## config.mk

```make
export PLATFORM = sky130hd
export DESIGN_NAME = multi_uart_tx_seq
export DESIGN_NICKNAME = d
export VERILOG_FILES = /design/src/rtl/multi_uart_tx_seq.sv
export SDC_FILE = /design/constraint.sdc
export NUM_CORES = 1
export LEC_CHECK = 0
export CAP_MARGIN = 15
export CELL_PAD_IN_SITES_DETAIL_PLACEMENT = 1
export CELL_PAD_IN_SITES_GLOBAL_PLACEMENT = 2
export CORE_MARGIN = 8
export CORE_UTILIZATION = 35
export CTS_BUF_LIST = sky130_fd_sc_hd__clkbuf_8 sky130_fd_sc_hd__clkbuf_16
export CTS_CLUSTER_SIZE = 14
export DETAILED_ROUTE_END_ITERATION = 6
export PLACE_DENSITY_LB_ADDON = 0.1
export SETUP_SLACK_MARGIN = 0.15
export SLEW_MARGIN = 20
export SYNTH_ARGS = -nofsm -noshare
export SYNTH_HDL_FRONTEND = slang
export SYNTH_SLANG_ARGS = --single-unit
```

## constraint.sdc

```tcl
create_clock -name clk_i -period 6.75 [get_ports clk_i]
set_input_delay 0.675 -clock clk_i [delete_from_list [all_inputs] [get_ports clk_i]]
set_output_delay 0.675 -clock clk_i [all_outputs]
set_load 0.01 [all_outputs]
```

## src/rtl/multi_uart_tx_seq.sv

```systemverilog
// N-channel UART frame sequencer: one shared baud counter and shift engine send
// channel 0..N_CH-1 back-to-back on a single idle-high line, triggered or periodic.
module multi_uart_tx_seq #(
  parameter int CLK_FREQ     = 50_000_000,
  parameter int BAUD         = 9600,
  parameter int N_CH         = 4,
  parameter int DATA_BITS    = 8,
  parameter int PARITY       = 0,
  parameter int STOP_BITS    = 1,
  parameter int FRAME_PERIOD = 0
) (
  input  logic                        clk_i,
  input  logic                        rst_i,
  input  logic                        start_i,
  input  logic [N_CH*DATA_BITS-1:0]   data_i,
  output logic                        uart_tx_o,
  output logic                        busy_o,
  output logic [3:0]                  ch_idx_o,
  output logic                        frame_done_o,
  output logic                        overrun_o
);

  localparam int DIV = CLK_FREQ / BAUD;
  localparam int CW  = (DIV > 1) ? $clog2(DIV) : 1;
  localparam int BW  = $clog2(DATA_BITS);  // >= 3, also wide enough for the stop count
  localparam int CHW = (N_CH > 1) ? $clog2(N_CH) : 1;

  if (DIV < 2) begin : g_chk_div
    $error("multi_uart_tx_seq: CLK_FREQ/BAUD must be >= 2");
  end
  if (N_CH < 1 || N_CH > 16) begin : g_chk_nch
    $error("multi_uart_tx_seq: N_CH out of range 1..16");
  end
  if (DATA_BITS < 5 || DATA_BITS > 9) begin : g_chk_db
    $error("multi_uart_tx_seq: DATA_BITS out of range 5..9");
  end
  if (PARITY < 0 || PARITY > 2) begin : g_chk_par
    $error("multi_uart_tx_seq: PARITY must be 0, 1 or 2");
  end
  if (STOP_BITS < 1 || STOP_BITS > 2) begin : g_chk_stop
    $error("multi_uart_tx_seq: STOP_BITS must be 1 or 2");
  end

  typedef enum logic [2:0] {S_IDLE, S_START, S_DATA, S_PAR, S_STOP, S_DONE} state_e;

  state_e                             state_q, state_d;
  logic [CW-1:0]                      baud_q, baud_d;
  logic [BW-1:0]                      bit_q, bit_d;
  logic [CHW-1:0]                     ch_q, ch_d;
  logic [DATA_BITS-1:0]               sh_q, sh_d;
  logic                               par_q, par_d;
  logic [N_CH-1:0][DATA_BITS-1:0]     snap_q, snap_d;
  logic                               tx_q, tx_d;
  logic                               ovr_q, ovr_d;
  logic                               tick, req, bit_end;

  // Free-running period counter; keeps counting while a frame is in flight.
  if (FRAME_PERIOD > 0) begin : g_auto
    localparam int PW = (FRAME_PERIOD > 1) ? $clog2(FRAME_PERIOD) : 1;
    logic [PW-1:0] per_q, per_d;
    assign tick  = (per_q == PW'(FRAME_PERIOD - 1));
    assign per_d = tick ? '0 : per_q + PW'(1);
    always_ff @(posedge clk_i) begin
      if (rst_i) per_q <= '0;
      else       per_q <= per_d;
    end
  end else begin : g_manual
    assign tick = 1'b0;
  end

  assign req     = start_i | tick;
  assign bit_end = (baud_q == CW'(DIV - 1));

  always_ff @(posedge clk_i) begin
    if (rst_i) begin
      state_q <= S_IDLE;
      baud_q  <= '0;
      bit_q   <= '0;
      ch_q    <= '0;
      sh_q    <= '0;
      par_q   <= 1'b0;
      snap_q  <= '0;
      tx_q    <= 1'b1;
      ovr_q   <= 1'b0;
    end else begin
      state_q <= state_d;
      baud_q  <= baud_d;
      bit_q   <= bit_d;
      ch_q    <= ch_d;
      sh_q    <= sh_d;
      par_q   <= par_d;
      snap_q  <= snap_d;
      tx_q    <= tx_d;
      ovr_q   <= ovr_d;
    end
  end

  always_comb begin
    state_d = state_q;
    bit_d   = bit_q;
    ch_d    = ch_q;
    sh_d    = sh_q;
    par_d   = par_q;
    snap_d  = snap_q;
    ovr_d   = req && (state_q != S_IDLE);
    if (state_q == S_IDLE || state_q == S_DONE) baud_d = '0;
    else                                        baud_d = bit_end ? '0 : baud_q + CW'(1);

    case (state_q)
      S_IDLE: if (req) begin
        snap_d  = data_i;
        ch_d    = '0;
        state_d = S_START;
      end
      S_START: if (bit_end) begin
        sh_d    = snap_q[ch_q];
        par_d   = (^snap_q[ch_q]) ^ (PARITY == 2);
        bit_d   = '0;
        state_d = S_DATA;
      end
      S_DATA: if (bit_end) begin
        sh_d = sh_q >> 1;
        if (bit_q == BW'(DATA_BITS - 1)) begin
          bit_d   = '0;
          state_d = (PARITY != 0) ? S_PAR : S_STOP;
        end else begin
          bit_d = bit_q + BW'(1);
        end
      end
      S_PAR: if (bit_end) begin
        bit_d   = '0;
        state_d = S_STOP;
      end
      S_STOP: if (bit_end) begin
        if (bit_q == BW'(STOP_BITS - 1)) begin
          bit_d = '0;
          if (ch_q == CHW'(N_CH - 1)) begin
            ch_d    = '0;
            state_d = S_DONE;
          end else begin
            ch_d    = ch_q + CHW'(1);
            state_d = S_START;
          end
        end else begin
          bit_d = bit_q + BW'(1);
        end
      end
      S_DONE:  state_d = S_IDLE;
      default: state_d = S_IDLE;
    endcase

    // Line level is registered from the next state so the pin never glitches.
    case (state_d)
      S_START: tx_d = 1'b0;
      S_DATA:  tx_d = sh_d[0];
      S_PAR:   tx_d = par_d;
      default: tx_d = 1'b1;
    endcase
  end

  assign uart_tx_o    = tx_q;
  assign busy_o       = (state_q == S_START) || (state_q == S_DATA) ||
                        (state_q == S_PAR)   || (state_q == S_STOP);
  assign ch_idx_o     = 4'(ch_q);
  assign frame_done_o = (state_q == S_DONE);
  assign overrun_o    = ovr_q;

endmodule

```

Yosys cells after proc, flatten, opt, wreduce, memory -nomap -nowiden:

Index checks and enable logic that the tools add are counted.
Widths: inputs -> output; s select.

* bits in registers: 64
* latch bits: 0
* memory bits (writable): 0
* memory bits (read-only): 0
* input port bits: 35
* output and inout bits: 8
* logic and storage cells: 80
* memories: 0

* add/sub/neg operators: 3
* multipliers: 0
* div/mod/pow operators: 0
* magnitude comparators: 1
* equal/unequal tests: 17
* shifts and indexed selects: 0
* multiplexer cells: 28
* bitwise operators: 0
* reductions and logical operators: 18

Operators by type and width (count)
* $mux 3: 13
* $mux 8: 3
* $bmux 8 s2: 1
* $pmux 8 s2: 1
* $pmux 3 s5: 1
* $add 13x1->13 const B: 1
* $eq 13x13->1 const B: 1
* $eq 3x2->1 const B: 4
* $ne 2x2->1 const B: 5
* $eq 3x3->1 const B: 3
* $pmux 3 s3: 1
* $mux 2: 4
* $reduce_and 4->1: 2
* $reduce_xor 8->1: 1
* $eq 3x1->1 const B: 2
* $logic_not 3->1: 2
* $reduce_bool 3->1: 2
* $logic_or 1x1->1: 4
* $pmux 2 s2: 1
* $reduce_bool 2->1: 2
* $add 3x1->3 const B: 1
* $lt 2x3->1 const B: 1
* $pmux 1 s3: 1
* $reduce_and 3->1: 1
* 8 further kinds: 9

Logic depth before layout (Yosys ltp):

Gate-level depths: netlist (run 1).

* depth after elaboration: 7
* depth in mapped cells: 8
* gate-level depth less buffers: 7

Worst setup path before layout (run 1):

Ideal clock, no wire load.

* path type: register -> register
* start point: reg baud_q[0]
* end point: reg tx_q, in the netlist uart_tx_o
* library setup time: 0.148 ns
* arrival: 2.038 ns
* required time: 6.602 ns
* path slack: 4.564 ns
* stages on the path, launching flop included: 8
* buffers on the path: 1
* period minus slack after synthesis: 2.186 ns
* path through: dfxtp_1 -> ha_1 -> nand4bb_4 -> or4_1 -> buf_2 -> or3_1 -> a31oi_1 -> o221ai_1

* word-level cells in the longest chain between the ends: 5
* elaborated cells between the ends (all ways): 15
* those cells by class: eq/ne: 4; mux: 11

RTL lines
* start, declared: RTL line 47 `logic [CW-1:0] baud_q, baud_d;`
* start signal, assigned: RTL line 87 `baud_q <= baud_d;`
* $eq 13x13->1 (*): RTL line 72 `assign bit_end = (baud_q == CW'(DIV - 1));`
* $mux 3 (on tied branches)
* $pmux 3 s5: RTL line 109 `case (state_q)`
* $eq 3x2->1 / $eq 3x1->1 (equally long branches): RTL line 153 `case (state_d)`
* $pmux 1 s3 (*): RTL line 153
* end signal, assigned: RTL line 93 `tx_q <= tx_d;`
* end, declared: RTL line 53 `logic tx_q, tx_d;`

Every way passes the cells marked *; elsewhere a longest branch is shown, timed or not. The select of a mux whose other input is x is not followed.
A chain may end at the register's enable or synchronous reset.

Worst setup path after layout (run 1):

* start point: reg state_q[1]
* end point: out busy_o

* word-level cells in the longest chain between the ends: 4
* elaborated cells between the ends (all ways): 7
* those cells by class: eq/ne: 4; reduce/logical: 3

RTL lines
* start, declared: RTL line 46 `state_e state_q, state_d;`
* start signal, assigned: RTL line 86 `state_q <= state_d;`
* $eq 3x1->1 / $eq 3x2->1 (equally long branches): RTL line 162 `assign busy_o = (state_q == S_START) || (state_q == S_DATA) ||`
* $logic_or 1x1->1 (2 in a row): RTL line 162
* $logic_or 1x1->1 (*): RTL line 163 `(state_q == S_PAR) || (state_q == S_STOP);`
* end, declared: RTL line 17 `output logic busy_o,`

Every way passes the cells marked *; elsewhere a longest branch is shown, timed or not.

==> results of run 1 <==
-- cell usage in the layout (no fill, tap or decap), drive strengths merged, types with 3 or more instances in the layout --
master / netlist / routed
clkbuf: 18 / 9
xor2: 9 / 9
nor3: 9 / 9
nand4bb: 3 / 3
and4bb: 3 / 3
inv: 14 / 16
xnor2: 11 / 11
nor3b: 4 / 4
o221a: 6 / 6
dfxtp: 64 / 64
ha: 5 / 5
and3: 5 / 5
a21oi: 54 / 54
mux4: 8 / 8
o41ai: 3 / 3
clkdlybuf4s50: 0 / 39
nand2: 75 / 75
clkinv: 0 / 3
nor2: 22 / 22
nand3: 8 / 8
nand2b: 5 / 5
-- power breakdown --
part / total [mW] / internal (mW) / switching (mW)
Sequential: 0.400 / 0.391 / 0.00881
Combinational: 0.0815 / 0.0405 / 0.0411
Clock: 0.338 / 0.173 / 0.164
-- per-stage QoR --
| step | std cells | power (mW) | area (sq um) | hold WS, ns |
|---|---|---|---|---|
| CTS | 501 | 0.834 | 3690 | 0.459 |
| global route | 501 | 0.858 | 3690 | 0.482 |
| global placement | 485 | 0.490 | 3490 | 0.439 |
| detailed placement | 485 | 0.492 | 3490 | 0.447 |
| floorplan | 361 | 0.455 | 3060 | 0.433 |
| finish | 501 | 0.819 | 3690 | 0.455 |
-- worst max path at each step --
stage	to
2_1_floorplan	uart_tx_o
3_3_place_gp	busy_o
3_5_place_dp	busy_o
4_1_cts	busy_o
5_1_grt	busy_o
6_report	busy_o
-- tightest hold or removal path, delay by kind of cell, from the launching register on --
kind / cells / cell delay [ns]
DFF: 1 / 0.31
AOI/OAI and AO/OA: 1 / 0.05
and+or+nand+nor: 1 / 0.05
-- cells by family (layout without fill, tap and decap cells) --
group	after synthesis	count (layout)	synth area share
adder cells (fa/ha/maj)	5	5	0.0205
flip-flops	64	64	0.420
AO/OA/AOI/OAI	70	70	0.136
AND/OR/NAND/NOR	151	151	0.247
buffers and inverters	39	71	0.0521
other	1	2	0.00123
XOR/XNOR	20	20	0.0574
multiplexers	10	10	0.0656
-- layout make-up --
| cell class | count | area (sq um) |
|---|---|---|
| timing repair buffer | 41 | 403 |
| multi-input combinational | 258 | 1620 |
| clock buffer | 9 | 124 |
| tap | 108 | 135 |
| fill | 1037 | 4900 |
| sequential | 64 | 1280 |
| inverter | 14 | 52.6 |
| clock inverter | 7 | 77.6 |
-- registers in the layout, summed over array words and instances (netlist names) --
signal     count
overrun_o      1
par_q          1
bit_q          3
uart_tx_o      1
state_q        3
baud_q        13
ch_q           2
sh_q           8
snap_q        32
-- metal layers --
| metal | vias to the layer above | routed length [um] |
|---|---|---|
| met5 | - | 0 |
| met4 | 0 | 55 |
| met3 | 7 | 297 |
| met2 | 50 | 3830 |
| met1 | 1236 | 3640 |
| li1 | 1289 | - |
==> reports/qor.csv, run 1 <==
metric;value;unit
setup_viol;0;
tns;0;ns
start_util;0.355;
n_antenna_cell;0;
crit_family;flip-flops;
hold_class;reg2reg;
crit_chain;nor2_1, xnor2_1, clkdlybuf4s50_1;
cp-start-kind;flop;
design.core.area;0.00859;sq mm
setup_slack;3.77;ns
regToRegStartpoint;baud_q[0];
synth-edff-count;0;
insertion_delay;0.35;ns
gp_congestion;0.734;
ir_worst_vdd;0.000121;V
avgViaCountPerCell;5.15;
wire_per_inst;15.6;um
min_to;snap_q[7];
leakagePower;1.29;nW
yosys-top-cells-area;dfxtp_1 (42%), nand2_1 (9.2%), a21oi_1 (8.9%);
syn-mean-instance-area;8.48;sq um
die_w;109;um
htree_levels;3;
whs_path_depth;2;
antenna_found_initial;0;
die_h;109;um
yosysWarnings;0;
areaGrowthSynthToFinish;21.0;%
cts_buffer_depth;2;
period_minus_slack;2.98;ns
cts_tree;built;
ys_seq_area_frac;0.420;
worst-path-buf-inv;1;
clk_transition_reported_paths;0.08;ns
status;finished clean;
ant_nets;0;
worstMarginPinSlew;1.00;ns
grt_max_degree;52;
cts-root-buf;clkbuf_8;
cp.required;6.07;ns
ys.flop_type;dfxtp_1;
cap_viol_max_count;0;
finalWirelength;7830;um
synth_common_cells;nand2_1 (75), dfxtp_1 (64), a21oi_1 (54);
grt-busiest-layer;met2;
grt.overflow.total;0;
slew-limit-headroom;0.332;
fin_crit_sh;0.441;
ys_types;44;
ys_async_sr_fraction;0;
met2_usage;0.235;
use_met3;0.0428;
p_per_area;222;mW/mm^2
synthCells;360;
post_cts_resized;0;
finalClockSkew;0.0136;ns
io_buffers;40;
post-synth-top-count-cell;nand2_1;
cp_slowest_cell;dfxtp_1;
slew_violations;0;
crit_arrival;2.30;ns
synth_seq_cells;64;
rsz0062_at_grt;false;
finalHoldViolations;0;
startpoint;state_q[1];
drtIter0Drc;67;
r2r_setup_slack;4.30;ns
hp-start;snap_q[7];
crit_path_max_fanout;26;
grt_pass1_vias;2741;
max_stage_delay;0.85;ns
fmax;0.336;GHz
r2r_cells;6;
use_met1;0.175;
drcViolationCount;0;
synth.top_cell.area_share;0.420;
die_area;0.0120;sq mm
postCtsHoldBufs;0;
r2r_end;uart_tx_o;
cp_num_cells;3;
final_layout_size_suffix_gt1_frac;0.0865;
synth_area;0.00305;sq mm
utilization;0.430;
rows;34;
critPathCaptureType;primary output;
dp_hpwl;5470;um
nNetsFinal;428;
critPathKind;reg2out;
clkSinkCount;64;
numCtsBuffers;9;
gr-usage-all-layers;0.143;
cts_setup_buffers;0;
io_pins;43;
dr.pass1.iters;4;
grt_pass1_wl;13500;um
dr_total_vias;2582;
yosysTopAreaCell;dfxtp_1;
place_worst_setup_slack;4.11;ns
(Power assumes the default switching activity.)
==> run 2: changes to the inputs <==
--- a/config.mk
+++ b/config.mk
@@ -9,7 +9,7 @@
 export CELL_PAD_IN_SITES_DETAIL_PLACEMENT = 1
 export CELL_PAD_IN_SITES_GLOBAL_PLACEMENT = 2
 export CORE_MARGIN = 8
-export CORE_UTILIZATION = 35
+export CORE_UTILIZATION = 32
 export CTS_BUF_LIST = sky130_fd_sc_hd__clkbuf_8 sky130_fd_sc_hd__clkbuf_16
 export CTS_CLUSTER_SIZE = 14
 export DETAILED_ROUTE_END_ITERATION = 6
==> constraint.sdc (replaced) <==
create_clock -name clk_i -period 3.02 [get_ports clk_i]
set_input_delay 0.302 -clock clk_i [delete_from_list [all_inputs] [get_ports clk_i]]
set_output_delay 0.302 -clock clk_i [all_outputs]
set_load 0.01 [all_outputs]
==> reports/qor.csv, run 2 (synthesized netlist as in run 1, its figures left out) <==
metric;value;unit;change
hold_class;reg2reg;;
finalClockSkew;0.0116;ns;-0.00201 ns
dp_hpwl;5960;um;+8.9%
clkSinkCount;64;;unchanged
startpoint;state_q[1];;
p_int;1.52;mW;+150%
combPwrFrac;0.092;;-0.007
design.core.area;0.00924;sq mm;+7.5%
critPathCaptureType;primary output;;
r2r_end;uart_tx_o;;
finalHoldViolations;0;;unchanged
htree_levels;3;;unchanged
die_area;0.0129;sq mm;+8.0%
cts_buffer_depth;2;;unchanged
cp-start-kind;flop;;
insertion_delay;0.35;ns;about the same
n_antenna_cell;0;;unchanged
die_w;114;um;+3.9%
gr-usage-all-layers;0.134;;-0.00897
grt_pass1_wl;13800;um;+2.1%
instances_no_fill;527;;+5.2%
finalWirelength;8220;um;+5.0%
p_per_area;526;mW/mm^2;+140%
rsz0062_at_grt;false;;
clk_transition_reported_paths;0.07;ns;about the same
crit_family;flip-flops;;
postCtsHoldBufs;0;;unchanged
whs_path_depth;2;;unchanged
start_util;0.330;;-0.0249
fillers;1102;;+6.3%
largestRegisters;snap_q (32), baud_q (13), sh_q (8);;
largest_reg_flops;32;;unchanged
setup_slack;0.564;ns;-3.21 ns
r2r_cells;6;;unchanged
final_common_cell;nand2_1;;
cp_num_cells;3;;unchanged
gp_congestion;0.735;;+0.11%
r2r_setup_slack;0.58;ns;-3.72 ns
final_layout_size_suffix_gt1_frac;0.0930;;+0.00645
ir_worst_vdd;0.000174;V;+44%
status;finished clean;;
fmax;0.407;GHz;
dp_cells;511;;+5.4%
leakagePower;1.35;nW;+3.9%
worst-path-buf-inv;1;;unchanged
place_worst_setup_slack;0.591;ns;-3.52 ns
max_stage_delay;0.72;ns;-0.13 ns
die_h;114;um;+3.9%
regToRegStartpoint;baud_q[0];;
dr_total_vias;2616;;+1.3%
cp.required;2.72;ns;-3.35 ns
tns;0;ns;unchanged
nNetsFinal;433;;+1.2%
drcViolationCount;0;;unchanged
crit_end;busy_o;;
antenna_found_initial;0;;unchanged
areaGrowthSynthToFinish;24.4;%;
crit_arrival;2.15;ns;-0.15 ns
slew_violations;0;;unchanged
pwr-share-clk;0.460;;+0.048
switching_power;0.478;mW;+120%
post_cts_resized;0;;unchanged
period_minus_slack;2.46;ns;
cp_slowest_cell;dfxtp_1;;
slew-limit-headroom;0.554;;+0.222
cap_viol_max_count;0;;unchanged
cts_setup_buffers;0;;unchanged
wire_per_inst;15.6;um;-0.22%
grt_max_degree;51;;-1.9%
grt_pass1_vias;2743;;+0.073%
fin_crit_sh;0.813;;
critPathKind;reg2out;;
setup_viol;0;;unchanged
numCtsBuffers;9;;unchanged
io_pins;43;;unchanged
crit_chain;nor2_1, xnor2_1, clkdlybuf4s50_1;;
drtIter0Drc;78;;+16%
cts-root-buf;clkbuf_8;;
p_sw_frac;0.240;;-0.0219
rows;35;;+2.9%
dr.pass1.iters;4;;unchanged
ant_nets;0;;unchanged
largest-register;snap_q;;
grt.overflow.total;0;;unchanged
utilization;0.411;;-0.0188
cts_tree;built;;
avgViaCountPerCell;4.96;;-3.7%
io_buffers;40;;unchanged
layout_common_cells;nand2_1 (75), dfxtp_1 (64), a21oi_1 (54);;
worstMarginPinSlew;0.668;ns;-0.333 ns
pwr-share-seq;0.448;;-0.040
crit_path_max_fanout;18;;-31%
run 2: changes by cell type in the layout (fill, tap and decap cells not counted), sizes merged:
| cell | change |
|---|---|
| buf | +5 |
| bufinv | +2 |
| clkinv | -1 |
| clkinvlp | -1 |
run 2: power groups by stage:
stage	combinational (mW)	clock [mW]	sequential, mW
finish	0.184	0.919	0.893
global route	0.207	0.975	0.898
CTS	0.188	0.939	0.894
detailed placement	0.188	0	0.914
global placement	0.185	0	0.913
floorplan	0.112	0	0.906
run 2: final cells by class:
type,count,area [sq um],share of cell area
well taps,129,161,0.0425
multi-input cells,258,1620,0.426
inverters,14,52.6,0.0138
flip-flops and latches,64,1280,0.338
repair buffers,46,440,0.116
clock buffers,9,124,0.0326
clock inverters,7,120,0.0317
run 2: worst min-delay path by stage:
stage | from | end | slack (ns)
final | snap_q[30] | snap_q[30] | 0.46
after global routing | snap_q[9] | snap_q[9] | 0.47
after CTS | snap_q[9] | snap_q[9] | 0.46
after detailed placement | snap_q[9] | snap_q[9] | 0.45
after global placement | snap_q[6] | snap_q[6] | 0.44
after floorplan | snap_q[13] | snap_q[13] | 0.43
run 2: worst register-to-register path: cells and delay by family (launching register included):
| kind | cells | cell delay [ns] |
|---|---|---|
| adders and majority gates | 1 | 0.32 |
| AOI/OAI and AO/OA | 2 | 0.31 |
| and+or+nand+nor | 3 | 1.27 |
| DFF | 1 | 0.39 |
run 2: per-layer routing:
layer / global-route usage / vias up / routed length (um)
li1: - / 1303 / -
met1: 0.168 / 1262 / 3990
met2: 0.217 / 41 / 3810
met3: 0.0306 / 10 / 291
met4: 0.0533 / 0 / 119
met5: 0 / - / 0
run 2: metrics by stage:
stage	hold WS (ns)	total power [mW]	area (sq um)
after global routing	0.474	2.08	3790
final	0.457	2.00	3790
after global placement	0.441	1.10	3550
after detailed placement	0.448	1.10	3550
after floorplan	0.433	1.02	3060
after CTS	0.459	2.02	3790
